## src/rtl/seg_scan_driver.sv

```systemverilog
// seg_scan_driver: time-multiplexed common-anode 7-segment driver.
// Shadow/active code sets give tear-free frame-synchronous updates; each
// digit slot starts with an all-anodes-off guard window against ghosting.
// Optional build macro: LEADING_ZERO_BLANK_EN (suppress leading zeros).
module seg_scan_driver #(
    parameter int NUM_DIGITS   = 4,
    parameter int REFRESH_DIV  = 100000,
    parameter int GUARD_CYCLES = 2000,
    parameter int BLINK_FRAMES = 50
) (
    input  logic                    clk,
    input  logic                    rst,
    input  logic                    load,
    input  logic [4*NUM_DIGITS-1:0] digits,
    input  logic [NUM_DIGITS-1:0]   dp_in,
    input  logic [NUM_DIGITS-1:0]   blank_mask,
    input  logic [NUM_DIGITS-1:0]   blink_mask,
    output logic [6:0]              seg,
    output logic                    dp,
    output logic [NUM_DIGITS-1:0]   an,
    output logic                    frame_tick
);

    localparam int CNT_W = (REFRESH_DIV > 1) ? $clog2(REFRESH_DIV) : 1;
    localparam int IDX_W = (NUM_DIGITS > 1) ? $clog2(NUM_DIGITS) : 1;
    localparam int BLK_W = (BLINK_FRAMES > 1) ? $clog2(BLINK_FRAMES) : 1;
    localparam logic [CNT_W-1:0] CNT_LAST  = CNT_W'(REFRESH_DIV - 1);
    localparam logic [CNT_W-1:0] CNT_GUARD = CNT_W'(GUARD_CYCLES);
    localparam logic [IDX_W-1:0] IDX_LAST  = IDX_W'(NUM_DIGITS - 1);
    localparam logic [BLK_W-1:0] BLK_LAST  = BLK_W'(BLINK_FRAMES - 1);

    // Active-low patterns {g,f,e,d,c,b,a}
    function automatic logic [6:0] decode(input logic [3:0] code);
        case (code)
            4'h0:    decode = 7'b1000000;
            4'h1:    decode = 7'b1111001;
            4'h2:    decode = 7'b0100100;
            4'h3:    decode = 7'b0110000;
            4'h4:    decode = 7'b0011001;
            4'h5:    decode = 7'b0010010;
            4'h6:    decode = 7'b0000010;
            4'h7:    decode = 7'b1111000;
            4'h8:    decode = 7'b0000000;
            4'h9:    decode = 7'b0010000;
            4'hA:    decode = 7'b0001000;  // A
            4'hB:    decode = 7'b1000111;  // L
            4'hC:    decode = 7'b1111001;  // I, drawn like 1
            4'hD:    decode = 7'b0001110;  // F
            4'hE:    decode = 7'b0111111;  // '-'
            default: decode = 7'b1111111;  // blank
        endcase
    endfunction

    logic [CNT_W-1:0] cnt_q, cnt_d;
    logic [IDX_W-1:0] idx_q, idx_d;
    logic [BLK_W-1:0] blk_cnt_q, blk_cnt_d;
    logic             blink_ph_q, blink_ph_d;
    logic             pending_q, pending_d;
    logic [NUM_DIGITS-1:0][3:0] sh_code_q, sh_code_d, act_code_q, act_code_d;
    logic [NUM_DIGITS-1:0] sh_dp_q, sh_dp_d, act_dp_q, act_dp_d;
    logic [NUM_DIGITS-1:0] sh_blank_q, sh_blank_d, act_blank_q, act_blank_d;
    logic [NUM_DIGITS-1:0] sh_blink_q, sh_blink_d, act_blink_q, act_blink_d;
    logic [NUM_DIGITS-1:0] an_q, an_d;
    logic [6:0]            seg_q, seg_d;
    logic                  dp_q, dp_d;
    logic                  tick_q, tick_d;
    logic                  slot_wrap, frame_end;
    logic [NUM_DIGITS-1:0] lz_sup;

    // Scan counters, blink phase and shadow/active register sets
    always_comb begin
        cnt_d        = cnt_q;
        idx_d        = idx_q;
        blk_cnt_d    = blk_cnt_q;
        blink_ph_d   = blink_ph_q;
        pending_d    = pending_q;
        sh_code_d    = sh_code_q;
        sh_dp_d      = sh_dp_q;
        sh_blank_d   = sh_blank_q;
        sh_blink_d   = sh_blink_q;
        act_code_d   = act_code_q;
        act_dp_d     = act_dp_q;
        act_blank_d  = act_blank_q;
        act_blink_d  = act_blink_q;
        slot_wrap    = (cnt_q == CNT_LAST);
        frame_end    = slot_wrap && (idx_q == IDX_LAST);

        cnt_d = slot_wrap ? '0 : cnt_q + 1'b1;
        if (slot_wrap) begin
            idx_d = (idx_q == IDX_LAST) ? '0 : idx_q + 1'b1;
        end
        if (frame_end) begin
            if (blk_cnt_q == BLK_LAST) begin
                blk_cnt_d  = '0;
                blink_ph_d = ~blink_ph_q;
            end else begin
                blk_cnt_d = blk_cnt_q + 1'b1;
            end
        end

        if (load) begin
            sh_code_d  = digits;
            sh_dp_d    = dp_in;
            sh_blank_d = blank_mask;
            sh_blink_d = blink_mask;
        end
        // A load on the frame-end cycle bypasses the shadow so it shows next frame
        if (frame_end && load) begin
            act_code_d  = digits;
            act_dp_d    = dp_in;
            act_blank_d = blank_mask;
            act_blink_d = blink_mask;
            pending_d   = 1'b0;
        end else if (frame_end && pending_q) begin
            act_code_d  = sh_code_q;
            act_dp_d    = sh_dp_q;
            act_blank_d = sh_blank_q;
            act_blink_d = sh_blink_q;
            pending_d   = 1'b0;
        end else if (load) begin
            pending_d = 1'b1;
        end
    end

    // Leading-zero suppression mask over the active code set
    always_comb begin
        lz_sup = '0;
`ifdef LEADING_ZERO_BLANK_EN
        begin
            logic hi_ok;
            hi_ok = 1'b1;
            for (int i = NUM_DIGITS - 1; i >= 1; i--) begin
                lz_sup[i] = hi_ok && (act_code_q[i] == 4'h0);
                hi_ok     = hi_ok && ((act_code_q[i] == 4'h0) || (act_code_q[i] == 4'hF));
            end
        end
`endif
    end

    // Display output values for the current scan position
    always_comb begin
        an_d   = '1;
        seg_d  = 7'h7F;
        dp_d   = 1'b1;
        tick_d = frame_end;
        if (cnt_q >= CNT_GUARD) begin
            an_d[idx_q] = 1'b0;
            if (!(act_blank_q[idx_q] || (act_blink_q[idx_q] && blink_ph_q))) begin
                seg_d = lz_sup[idx_q] ? 7'h7F : decode(act_code_q[idx_q]);
                dp_d  = ~act_dp_q[idx_q];
            end
        end
    end

    // State and output registers
    always_ff @(posedge clk or posedge rst) begin
        if (rst) begin
            cnt_q       <= '0;
            idx_q       <= '0;
            blk_cnt_q   <= '0;
            blink_ph_q  <= 1'b0;
            pending_q   <= 1'b0;
            sh_code_q   <= '1;
            act_code_q  <= '1;
            sh_dp_q     <= '0;
            sh_blank_q  <= '0;
            sh_blink_q  <= '0;
            act_dp_q    <= '0;
            act_blank_q <= '0;
            act_blink_q <= '0;
            an_q        <= '1;
            seg_q       <= 7'h7F;
            dp_q        <= 1'b1;
            tick_q      <= 1'b0;
        end else begin
            cnt_q       <= cnt_d;
            idx_q       <= idx_d;
            blk_cnt_q   <= blk_cnt_d;
            blink_ph_q  <= blink_ph_d;
            pending_q   <= pending_d;
            sh_code_q   <= sh_code_d;
            act_code_q  <= act_code_d;
            sh_dp_q     <= sh_dp_d;
            sh_blank_q  <= sh_blank_d;
            sh_blink_q  <= sh_blink_d;
            act_dp_q    <= act_dp_d;
            act_blank_q <= act_blank_d;
            act_blink_q <= act_blink_d;
            an_q        <= an_d;
            seg_q       <= seg_d;
            dp_q        <= dp_d;
            tick_q      <= tick_d;
        end
    end

    assign an         = an_q;
    assign seg        = seg_q;
    assign dp         = dp_q;
    assign frame_tick = tick_q;

endmodule

```

## config.mk

```make
export PLATFORM = sky130hd
export DESIGN_NAME = seg_scan_driver
export DESIGN_NICKNAME = d
export VERILOG_FILES = /design/src/rtl/seg_scan_driver.sv
export SDC_FILE = /design/constraint.sdc
export NUM_CORES = 1
export LEC_CHECK = 0
export ABC_AREA = 1
export BUFFER_PORTS_ARGS = -buffer_cell sky130_fd_sc_hd__buf_2
export CORE_MARGIN = 2
export CORE_UTILIZATION = 54
export CTS_CLUSTER_DIAMETER = 100
export DETAILED_ROUTE_END_ITERATION = 6
export PLACE_DENSITY = 0.76
export SLEW_MARGIN = 20
export SYNTH_ARGS = -nofsm -noshare
export SYNTH_HDL_FRONTEND = slang
export SYNTH_SLANG_ARGS = --single-unit
export TNS_END_PERCENT = 20
```

## constraint.sdc

```tcl
create_clock -name clk -period 2.45 [get_ports clk]
set_input_delay 0.1225 -clock clk [delete_from_list [all_inputs] [get_ports clk]]
set_output_delay 0.1225 -clock clk [all_outputs]
set_load 0.02 [all_outputs]
```

# Yosys cells after proc, flatten, opt, wreduce, memory -nomap -nowiden
# Memory sizes are Yosys's and may differ from the RTL's.
# Cells that the tools add are included.
[word_totals] register_bits=96 romBits=112 input_bits=31 out_inout_bits=13 elab_cells=77 n_memories=1
[mem_list] name="(name not given)" words=16 word_bits=7 rd=1 rd_clocked_by_memory_dff=0 wr=0 line_no="34" source="case (code)"
[op_classes] n_addsub=3 magnitude_cmp=3 eq_ne=3 muxes=32 n_bitwise=3 n_reduce_logical=9
[ops] cell="16-bit two-way mux" count=2
[ops] cell="4-bit two-way mux" count=8
[ops] cell="7-bit two-way mux" count=3
[ops] cell="17-bit by 1-bit adder with 17-bit output (second input constant)" count=1
[ops] cell="17-bit equality test (second input constant)" count=1
[ops] cell="17-bit by 11-bit greater-or-equal comparator with 1-bit output (second input constant)" count=1
[ops] cell="17-bit two-way mux" count=1
[ops] cell="1-bit two-way mux" count=10
[ops] cell="1-bit binary-select mux with 2-bit select" count=4
[ops] cell="4-bit binary-select mux with 2-bit select" count=1
[ops] cell="6-bit by 1-bit adder with 6-bit output (second input constant)" count=1
[ops] cell="6-bit equality test (second input constant)" count=1
[ops] cell="6-bit two-way mux" count=1
[ops] cell="1-bit logical AND" count=5
[ops] cell="4-bit NOT" count=1
[ops] cell="2-bit by 3-bit less-than comparator with 1-bit output (second input constant)" count=1
[ops] cell="3-bit nonzero test" count=1
[ops] cell="2-bit by 1-bit adder with 2-bit output (second input constant)" count=1
[ops] cell="1-bit demux with 2-bit select" count=1
[ops] cell="2-bit equality test (second input constant)" count=1
[ops] cell="2-bit by 1-bit greater-or-equal comparator with 1-bit output (second input constant)" count=1
[ops] cell="2-bit two-way mux" count=1
[ops] cell="1-bit NOT" count=2
[ops] cell="2-bit AND reduction" count=1
[ops] cell="other kinds (2)" count=2

# Longest topological paths before layout
# Gate-level depths: netlist (run 1).
[logic_depth] ltp_word=6 ltp_mapped=11 mapped_depth_nobuf=10

# Worst setup path after synthesis (run 1)
# OpenSTA, ideal clock, no wires.
[synth_path] path_kind="register to register" from="register idx_q[1]" to="register seg_q[3], in the netlist seg[3]" setup_ns=0.060 t_arrival_ns=1.650 required_ns=2.390 setup_slack_ns=0.739 stages_incl_launch_ff=11 n_path_buf=2 period_less_slack_ns=1.711 cell_sequence="dfrtp_1 buf_2 inv_1 buf_2 nand3_1 nand2_1 ha_1 nand3b_1 nand3_1 nand2_1 nand2_1"
[synth_via] elab_chain_len=6 elab_cells_between_ends=14 classes_between="mux: 11; reduce/logical: 2; memory: 1"
[synth_rtl] item="start: declaration" line_no="55" source="logic [IDX_W-1:0] idx_q, idx_d;"
[synth_rtl] item="start signal: assignment" line_no="177" source="idx_q <= idx_d;"
[synth_rtl] item="4-bit binary-select mux with 2-bit select / 1-bit binary-select mux with 2-bit select (equally long branches)" line_no="149, 148"
[synth_rtl] item="4-bit two-way mux (not written as such) / 1-bit two-way mux (equally long branches)" line_no="149, 148"
[synth_rtl] item="memory read 16 x 7 bit / 1-bit logical AND (equally long branches)"
[synth_rtl] item="7-bit two-way mux / 1-bit logical OR (equally long branches)" line_no="149, 148"
[synth_rtl] item="7-bit two-way mux (*)" line_no="148" source="if (!(act_blank_q[idx_q] || (act_blink_q[idx_q] && blink_ph_q))) begin"
[synth_rtl] item="7-bit two-way mux (*)" line_no="146" source="if (cnt_q >= CNT_GUARD) begin"
[synth_rtl] item="net seg_d[3]" line_no="64" source="logic [6:0] seg_q, seg_d;"
[synth_rtl] item="end signal: assignment" line_no="190" source="seg_q <= seg_d;"
[synth_rtl] item="end: declaration" line_no="64"
# Mark *: on every way through the listed nets, which the timed path passes. The rest lies on a longest branch. The select of a mux whose other input is x is not followed.
# A chain may end at the register's enable or synchronous reset.

# Worst setup path after layout (run 1)
[layout_path] from="register idx_q[0]" to="register seg_q[6], in the netlist seg[6]"
# Same word-level chain as after synthesis.

==> metrics.log, run 1 <==
[metrics] cell total after placement: 726
[metrics] Slew Viols, Final: 0
[metrics] number of diodes: 0
[metrics] launch instance of the worst register-to-register path: idx_q[0]
[metrics] fin cells: 769
[metrics] Via-to-Cell Ratio: 5.07
[metrics] critical path data required time: 2.74 ns
[metrics] flip-flop and latch count after synthesis: 96
[metrics] starting DRC count in detailed routing: 253
[metrics] Max Cap Viol: 0
[metrics] combinational family with the most area after synthesis: simple AND/OR/NAND/NOR gates
[metrics] CTS tree: yes
[metrics] GP Congestion: 0.914
[metrics] initial antenna violation count: 0
[metrics] slowest stage delay, CP: 0.69 ns
[metrics] DR vias: 3,895
[metrics] origin of the worst setup path: idx_q[0]
[metrics] number of buffer cells added on primary ports: 43
[metrics] WS Path Type: reg2reg
[metrics] clk buf depth: 2
[metrics] clock latency of the later-clocked register in the worst-skew pair: 0.36 ns
[metrics] count of final hold-check violations: 0
[metrics] H-tree levels: 3
[metrics] worst voltage drop across the vdd grid: 0.411 mV
[metrics] shortest period the worst path allows: 2.14 ns
[metrics] area fraction in and, or, nand and nor cells after synthesis: 0.351
[metrics] sequential cell area fraction in the yosys report: 0.515
[metrics] startpoint of the tightest hold check path: dp_in[0]
[metrics] synthesized area divided by synthesized cell count: 8.06 µm²
[metrics] first-pass GRT wire length: 17,200 µm
[metrics] multiplexer area fraction after synthesis: 0
[metrics] critical path, cell by cell: inv_2 > nand2_1 > nand3_1 > nand2_1 > ha_1 > nand3b_1 > nand3_1 > nand2_1 > nand2_1
[metrics] CTS buffer count: 9
[metrics] number of enable-type register cells in the synthesized netlist: 0
[metrics] share of post-route cells with drive strength above 1: 0.185
[metrics] status: complete, no violations
[metrics] number of cells produced by synthesis: 592
[metrics] cell type of the slowest stage on the worst timing path: dfrtp_1
[metrics] Worst-path clk slew: 0.09 ns
[metrics] top cells by area in the synthesized netlist: dfrtp_1 (27%), dfstp_2 (24%), nand2_1 (21%), nand4_1 (4.5%), ha_1 (3.9%)
[metrics] final routed wire length divided by cell count: 12.7 µm
[metrics] dpl hpwl: 6730 µm
[metrics] initial core utilization: 0.552
[metrics] floorplan die area: 0.00960 mm²
[metrics] Final Util: 0.640
[metrics] crit-path most repeated cell: nand2_1
[metrics] detailed-route wire length: 9770 µm
[metrics] DRC viols: 0
[metrics] worst setup slack before clock tree synthesis: 0.354 ns
[metrics] peak clock frequency supported by timing: 0.467 GHz
[metrics] Hold WS: 0.00922 ns
[metrics] Static Leakage: 2.82 nW
[metrics] most frequent cell after synthesis: nand2_1
[metrics] Final Skew: 0.00912 ns
[metrics] areal power density over the cells: 516 mW/mm²
[metrics] final setup fails: 0
[metrics] synthesized-area fraction occupied by xor and xnor cells: 0.0257
[metrics] number of instances resized during post-cts repair: 0
[metrics] Worst Setup Slack, final: 0.307 ns
[metrics] predominant post-synthesis flop cell: dfrtp_1
[metrics] Commonest cells post-synth: nand2_1 (264), dfrtp_1 (52), nor2_1 (48), dfstp_2 (44), nand4_1 (34)
[metrics] library cells used by synthesis: 27
[metrics] HP Class: in2reg
[metrics] unrepaired setup endpoints after global routing: no
[metrics] critical path endpoint category: register
[metrics] final antenna-violating net count: 0
[metrics] post-synthesis share of cell area spent on full adders, half adders and majority gates: 0.0393
[metrics] Final Cycle Share: 0.875
[metrics] Total Power Consumption: 2.85 mW
[metrics] aggregate global routing overflow: 0
[metrics] via count of the first global-routing pass: 3,922
[metrics] maximum number of pins on one net before global-route repair: 43
[metrics] Top-Level Pins: 44
[metrics] Setup Total Neg Slack: 0 ns
[metrics] die height: 98.0 µm
[metrics] Synth Cell Area: 0.00477 mm²
[metrics] Critical Path Fanout Max: 17
[metrics] Final nets: 702
[metrics] overall track demand over capacity in global routing: 0.219
[metrics] arrival time reported for the critical path endpoint: 2.44 ns
[metrics] startpoint class of the critical path: register
[metrics] placed instance area: 0.00506 mm²
[metrics] pin slew with the least headroom to its limit: 0.856 ns
[metrics] remaining max-slew budget at the tightest pin: 0.428
[metrics] final std cell area, no fill: 0.00553 mm²
[metrics] root cell of the clock tree: clkbuf_8
[metrics] core area: 0.00864 mm²
[metrics] compound-gate portion of the synthesized area: 0.0123
[metrics] Synthesis Warnings: 0
[metrics] number of clock sinks: 96
[metrics] area share of the leading cell type in the synthesized netlist: 0.273
[metrics] die outline width: 98.0 µm
[metrics] 1st-pass router iterations: 4
[metrics] net count of the mapped netlist: 638
[metrics] ys async rst share: 1.00
[metrics] Yosys top cell by area: dfrtp_1
[metrics] Area growth, synth to finish: 15.8%
[metrics] standard-cell row count: 34
## layout by cell type (no fill, tap or decap), drive strengths merged
cell type	n
dfstp	44
o22ai	1
bufinv	1
nand2	265
xnor2	4
clkinv	2
buf	49
or2	1
dlygate4sd3	27
nand3b	5
inv	39
a21oi	1
nand3	32
dfrtp	52
nor3	6
nor2	51
xor2	10
o21ai	8
nand4	34
o211ai	1
ha	15
clkinvlp	1
clkbuf	12
## cells by family after synthesis
logic type               after synthesis
buffers and inverters                 62
flip-flops                            96
AO/OA/AOI/OAI                         11
XOR/XNOR                              14
AND/OR/NAND/NOR                      394
adder cells (fa/ha/maj)               15
## routing by layer
metal  track usage  part of all wire  vias to the layer above
li1              -                 -                     1992
met1         0.285              0.46                     1815
met2         0.370              0.50                       76
met3        0.0322             0.034                       12
met4        0.0876             0.015                        0
met5             0                 0                        -
## worst max-delay path, delay by kind of cell, from the launching register on
kind	cells	cell delay [ns]
buffers and inverters	1	0.24
flip-flops	1	0.69
adder cells (fa/ha/maj)	1	0.30
AND/OR/NAND/NOR	7	0.84
## report_power, final
group / leakage [nW] / switching, mW / internal, mW
Combinational: 1.57 / 0.0917 / 0.0693
Clock: 0.101 / 0.530 / 0.505
Sequential: 1.14 / 0.0118 / 1.64
Total: 2.82 / 0.633 / 2.22
## sequential cells by signal, indices dropped and copies added, names as in the netlist, 2 cells and up
| register | cells |
|---|---|
| sh_dp_q | 4 |
| sh_blank_q | 4 |
| sh_blink_q | 4 |
| blk_cnt_q | 6 |
| an | 4 |
| act_code_q | 16 |
| act_blink_q | 4 |
| idx_q | 2 |
| seg | 7 |
| act_dp_q | 4 |
| act_blank_q | 4 |
| sh_code_q | 16 |
| cnt_q | 17 |
## layout make-up
type,instances,area [µm²]
tap,108,135
multi-input combinational,434,2040
clock buffer,12,145
inverter,39,150
fill,726,3110
sequential,96,2460
clock inverter,4,52.6
timing repair buffer,76,543
## final timing paths
kind	end	slack, ns	cells past startpoint
worst max-delay path	seg[6]	0.31	9
worst min-delay path	sh_dp_q[0]	0.009	3
worst max register to register	seg[6]	0.31	9
worst min register to register	act_code_q[0]	0.47	2
max in group asynchronous	an[1]	1.19	4
min in group asynchronous	blk_cnt_q[5]	0.48	3
## repair_timing
action,4_1_cts,5_1_grt
hold buffers,27,0
setup endpoints to repair,0,0
endpoints found under the hold margin,46,0
setup buffers,0,0
Note: power is estimated with default switching activity, not from simulation.
==> inputs of run 2 (changes only) <==
--- a/config.mk
+++ b/config.mk
@@ -12,2 +12,3 @@
 export CTS_CLUSTER_DIAMETER = 100
+export CTS_CLUSTER_SIZE = 40
 export DETAILED_ROUTE_END_ITERATION = 6
==> constraint.sdc (replaced) <==
create_clock -name clk -period 2.45 [get_ports clk]
set_input_delay 0.735 -clock clk [delete_from_list [all_inputs] [get_ports clk]]
set_output_delay 0.735 -clock clk [all_outputs]
set_load 0.02 [all_outputs]
==> run 2 against run 1 <==
Power fell by 3.4%. Routed wire length decreased by 1.0%. Maximum frequency about the same. Utilization shrank 3.3 points. Non-clock buffer count fell by 27. Sequential share of layout area grew 2.4 points. First-iteration DRC count shrank 12%. Critical endpoint is now seg[3]. Largest cell class unchanged. Highest routed layer unchanged.
==> metrics.log, run 2 (synthesis results as in run 1) <==
[metrics] status: complete, no violations
[metrics] share of total power in combinational logic: 0.045 (-0.011)
[metrics] detailed-route wire length: 9680 µm (-1.0%)
[metrics] worst-case hold path end point: act_code_q[7]
[metrics] Slew Viols, Final: 0 (unchanged)
[metrics] first-pass GRT wire length: 17,100 µm (-0.84%)
[metrics] dpl hpwl: 6740 µm (+0.12%)
[metrics] arrival time reported for the critical path endpoint: 2.46 ns (+0.02 ns)
[metrics] number of clock sinks: 96 (unchanged)
[metrics] number of instances resized during post-cts repair: 0 (unchanged)
[metrics] setup slack of the worst register-to-register path: 0.31 ns (about the same)
[metrics] initial core utilization: 0.552 (unchanged)
[metrics] clock network power share: 0.354 (-0.009)
[metrics] maximum number of pins on one net before global-route repair: 97 (+130%)
[metrics] cell type of the slowest stage on the worst timing path: dfrtp_1
[metrics] starting DRC count in detailed routing: 223 (-12%)
[metrics] via count of the first global-routing pass: 3,857 (-1.7%)
[metrics] Final nets: 675 (-3.8%)
[metrics] worst setup slack before clock tree synthesis: 0.337 ns (-0.0169 ns)
[metrics] Setup Total Neg Slack: 0 ns (unchanged)
[metrics] Worst-path clk slew: 0.09 ns (about the same)
[metrics] CTS buffer count: 9 (unchanged)
[metrics] critical register-to-register path endpoint: seg[3]
[metrics] final std cell area, no fill: 0.00524 mm² (-5.1%)
[metrics] commonest non-fill, non-tap cells in the layout: nand2_1 (264), dfrtp_1 (52), nor2_1 (48)
[metrics] Setup Buffers After CTS: 0 (unchanged)
[metrics] CTS tree: yes
[metrics] GP Congestion: 0.895 (-2.0%)
[metrics] clock latency of the later-clocked register in the worst-skew pair: 0.37 ns (about the same)
[metrics] root cell of the clock tree: clkbuf_8
[metrics] remaining max-slew budget at the tightest pin: 0.485 (+0.0572)
[metrics] launch instance of the worst register-to-register path: idx_q[0]
[metrics] biggest registers after layout: cnt_q x17, act_code_q x16, sh_code_q x16
[metrics] H-tree levels: 3 (unchanged)
[metrics] count of final hold-check violations: 0 (unchanged)
[metrics] final routed wire length divided by cell count: 13.0 µm (+2.6%)
[metrics] Via-to-Cell Ratio: 5.14 (+1.5%)
[metrics] crit-path most repeated cell: nand2_1
[metrics] Worst Hold Depth: 2 (-1)
[metrics] register with the most flip-flops: cnt_q
[metrics] critical path endpoint category: register
[metrics] final setup fails: 0 (unchanged)
[metrics] aggregate global routing overflow: 0 (unchanged)
[metrics] 1st-pass router iterations: 5 (+1)
[metrics] cell total after placement: 726 (unchanged)
[metrics] Top-Level Pins: 44 (unchanged)
[metrics] startpoint of the tightest hold check path: act_code_q[7]
[metrics] Static Leakage: 2.70 nW (-4.4%)
[metrics] Worst Setup Slack, final: 0.308 ns (+0.00142 ns)
[metrics] slowest stage delay, CP: 0.72 ns (+0.03 ns)
[metrics] shortest period the worst path allows: 2.14 ns (-0.00142 ns)
[metrics] die height: 98.0 µm (unchanged)
[metrics] Critical Path Fanout Max: 17 (unchanged)
[metrics] Area growth, synth to finish: 9.89%
[metrics] fin cells: 742 (-3.5%)
[metrics] share of post-route cells with drive strength above 1: 0.194 (+0.00944)
[metrics] CTS Hold Bufs: 0 (-100%)
[metrics] number of flip-flops in the largest register: 17 (unchanged)
[metrics] die outline width: 98.0 µm (unchanged)
[metrics] startpoint class of the critical path: register
[metrics] most common library cell in the layout ignoring fill and taps: nand2_1
[metrics] initial antenna violation count: 0 (unchanged)
[metrics] floorplan die area: 0.00960 mm² (unchanged)
[metrics] peak clock frequency supported by timing: 0.467 GHz (about the same)
[metrics] unrepaired setup endpoints after global routing: no
[metrics] clk buf depth: 2 (unchanged)
[metrics] critical path, cell by cell: inv_2 > nand2_1 > nand3_1 > nand2_1 > ha_1 > nand3b_1 > nand3_1 > nand2_1 > nand2_1
[metrics] Max Cap Viol: 0 (unchanged)
[metrics] number of buffer cells added on primary ports: 43 (unchanged)
[metrics] pin slew with the least headroom to its limit: 0.766 ns (-0.0900 ns)
[metrics] core area: 0.00864 mm² (unchanged)
[metrics] Internal Power: 2.11 mW (-4.9%)
[metrics] Seq pwr share: 0.601 (+0.020)
[metrics] net switching power: 0.646 mW (+2.0%)
[metrics] critical path data required time: 2.77 ns (+0.03 ns)
[metrics] DR vias: 3,814 (-2.1%)
[metrics] DRC viols: 0 (unchanged)
[metrics] Worst Reg2Reg Path Length in Cells: 9 (unchanged)
[metrics] HP Class: reg2reg
[metrics] areal power density over the cells: 525 mW/mm² (+1.8%)
[metrics] final antenna-violating net count: 0 (unchanged)
[metrics] Final Cycle Share: 0.874 (about the same)
[metrics] WS Path Type: reg2reg
[metrics] standard-cell row count: 34 (unchanged)
[metrics] worst voltage drop across the vdd grid: 0.372 mV (-9.4%)
[metrics] placed instance area: 0.00506 mm² (unchanged)
[metrics] overall track demand over capacity in global routing: 0.219 (about the same)
[metrics] Switching Share: 0.234 (+0.0124)
[metrics] number of diodes: 0 (unchanged)
[metrics] Final Util: 0.607 (-0.0329)
[metrics] Final Skew: 0.0103 ns (+0.00121 ns)
==> run 2: worst max-delay path: cells and delay by family, from the launching register on <==
family,cells,cell delay [ns]
adders and majority gates,1,0.29
buffers and inverters,1,0.25
DFF,1,0.72
and+or+nand+nor,7,0.82
==> run 2: per-layer routing <==
layer / part of all wire / track usage / up-vias
li1: - / - / 1930
met1: 0.45 / 0.273 / 1787
met2: 0.49 / 0.379 / 81
met3: 0.041 / 0.0394 / 16
met4: 0.018 / 0.0833 / 0
met5: 0 / 0 / -
==> run 2: cell type report <==
class | count | area (µm²)
Multi-Input combinational cell | 434 | 2040
Tap cell | 108 | 135
Clock inverter | 4 | 28.8
Fill cell | 740 | 3390
Clock buffer | 12 | 155
Timing Repair Buffer | 49 | 273
Inverter | 39 | 150
Sequential cell | 96 | 2460
==> run 2: stage by stage <==
| stage | power [mW] | hold slack [ns] |
|---|---|---|
| floorplan | 1.76 | 0.430 |
| global placement | 1.81 | 0.443 |
| detailed placement | 1.81 | 0.455 |
| CTS | 2.78 | 0.469 |
| global route | 2.86 | 0.474 |
| finish | 2.75 | 0.469 |
==> run 2: worst max-delay path by stage <==
stage                          end  slack (ns)      from
detailed placement          seg[3]        0.34  idx_q[0]
CTS                         seg[3]        0.32  idx_q[0]
global placement            seg[4]        0.41  idx_q[0]
floorplan           act_blank_q[0]        0.62       rst
global route                seg[4]        0.07  idx_q[0]
finish                      seg[3]        0.31  idx_q[0]
==> run 2: power by group through the flow <==
stage	combinational, mW	clock [mW]	sequential [mW]
2_1_floorplan	0.0787	0	1.68
3_3_place_gp	0.126	0	1.68
3_5_place_dp	0.130	0	1.68
4_1_cts	0.130	0.998	1.66
5_1_grt	0.151	1.05	1.66
6_report	0.125	0.975	1.65
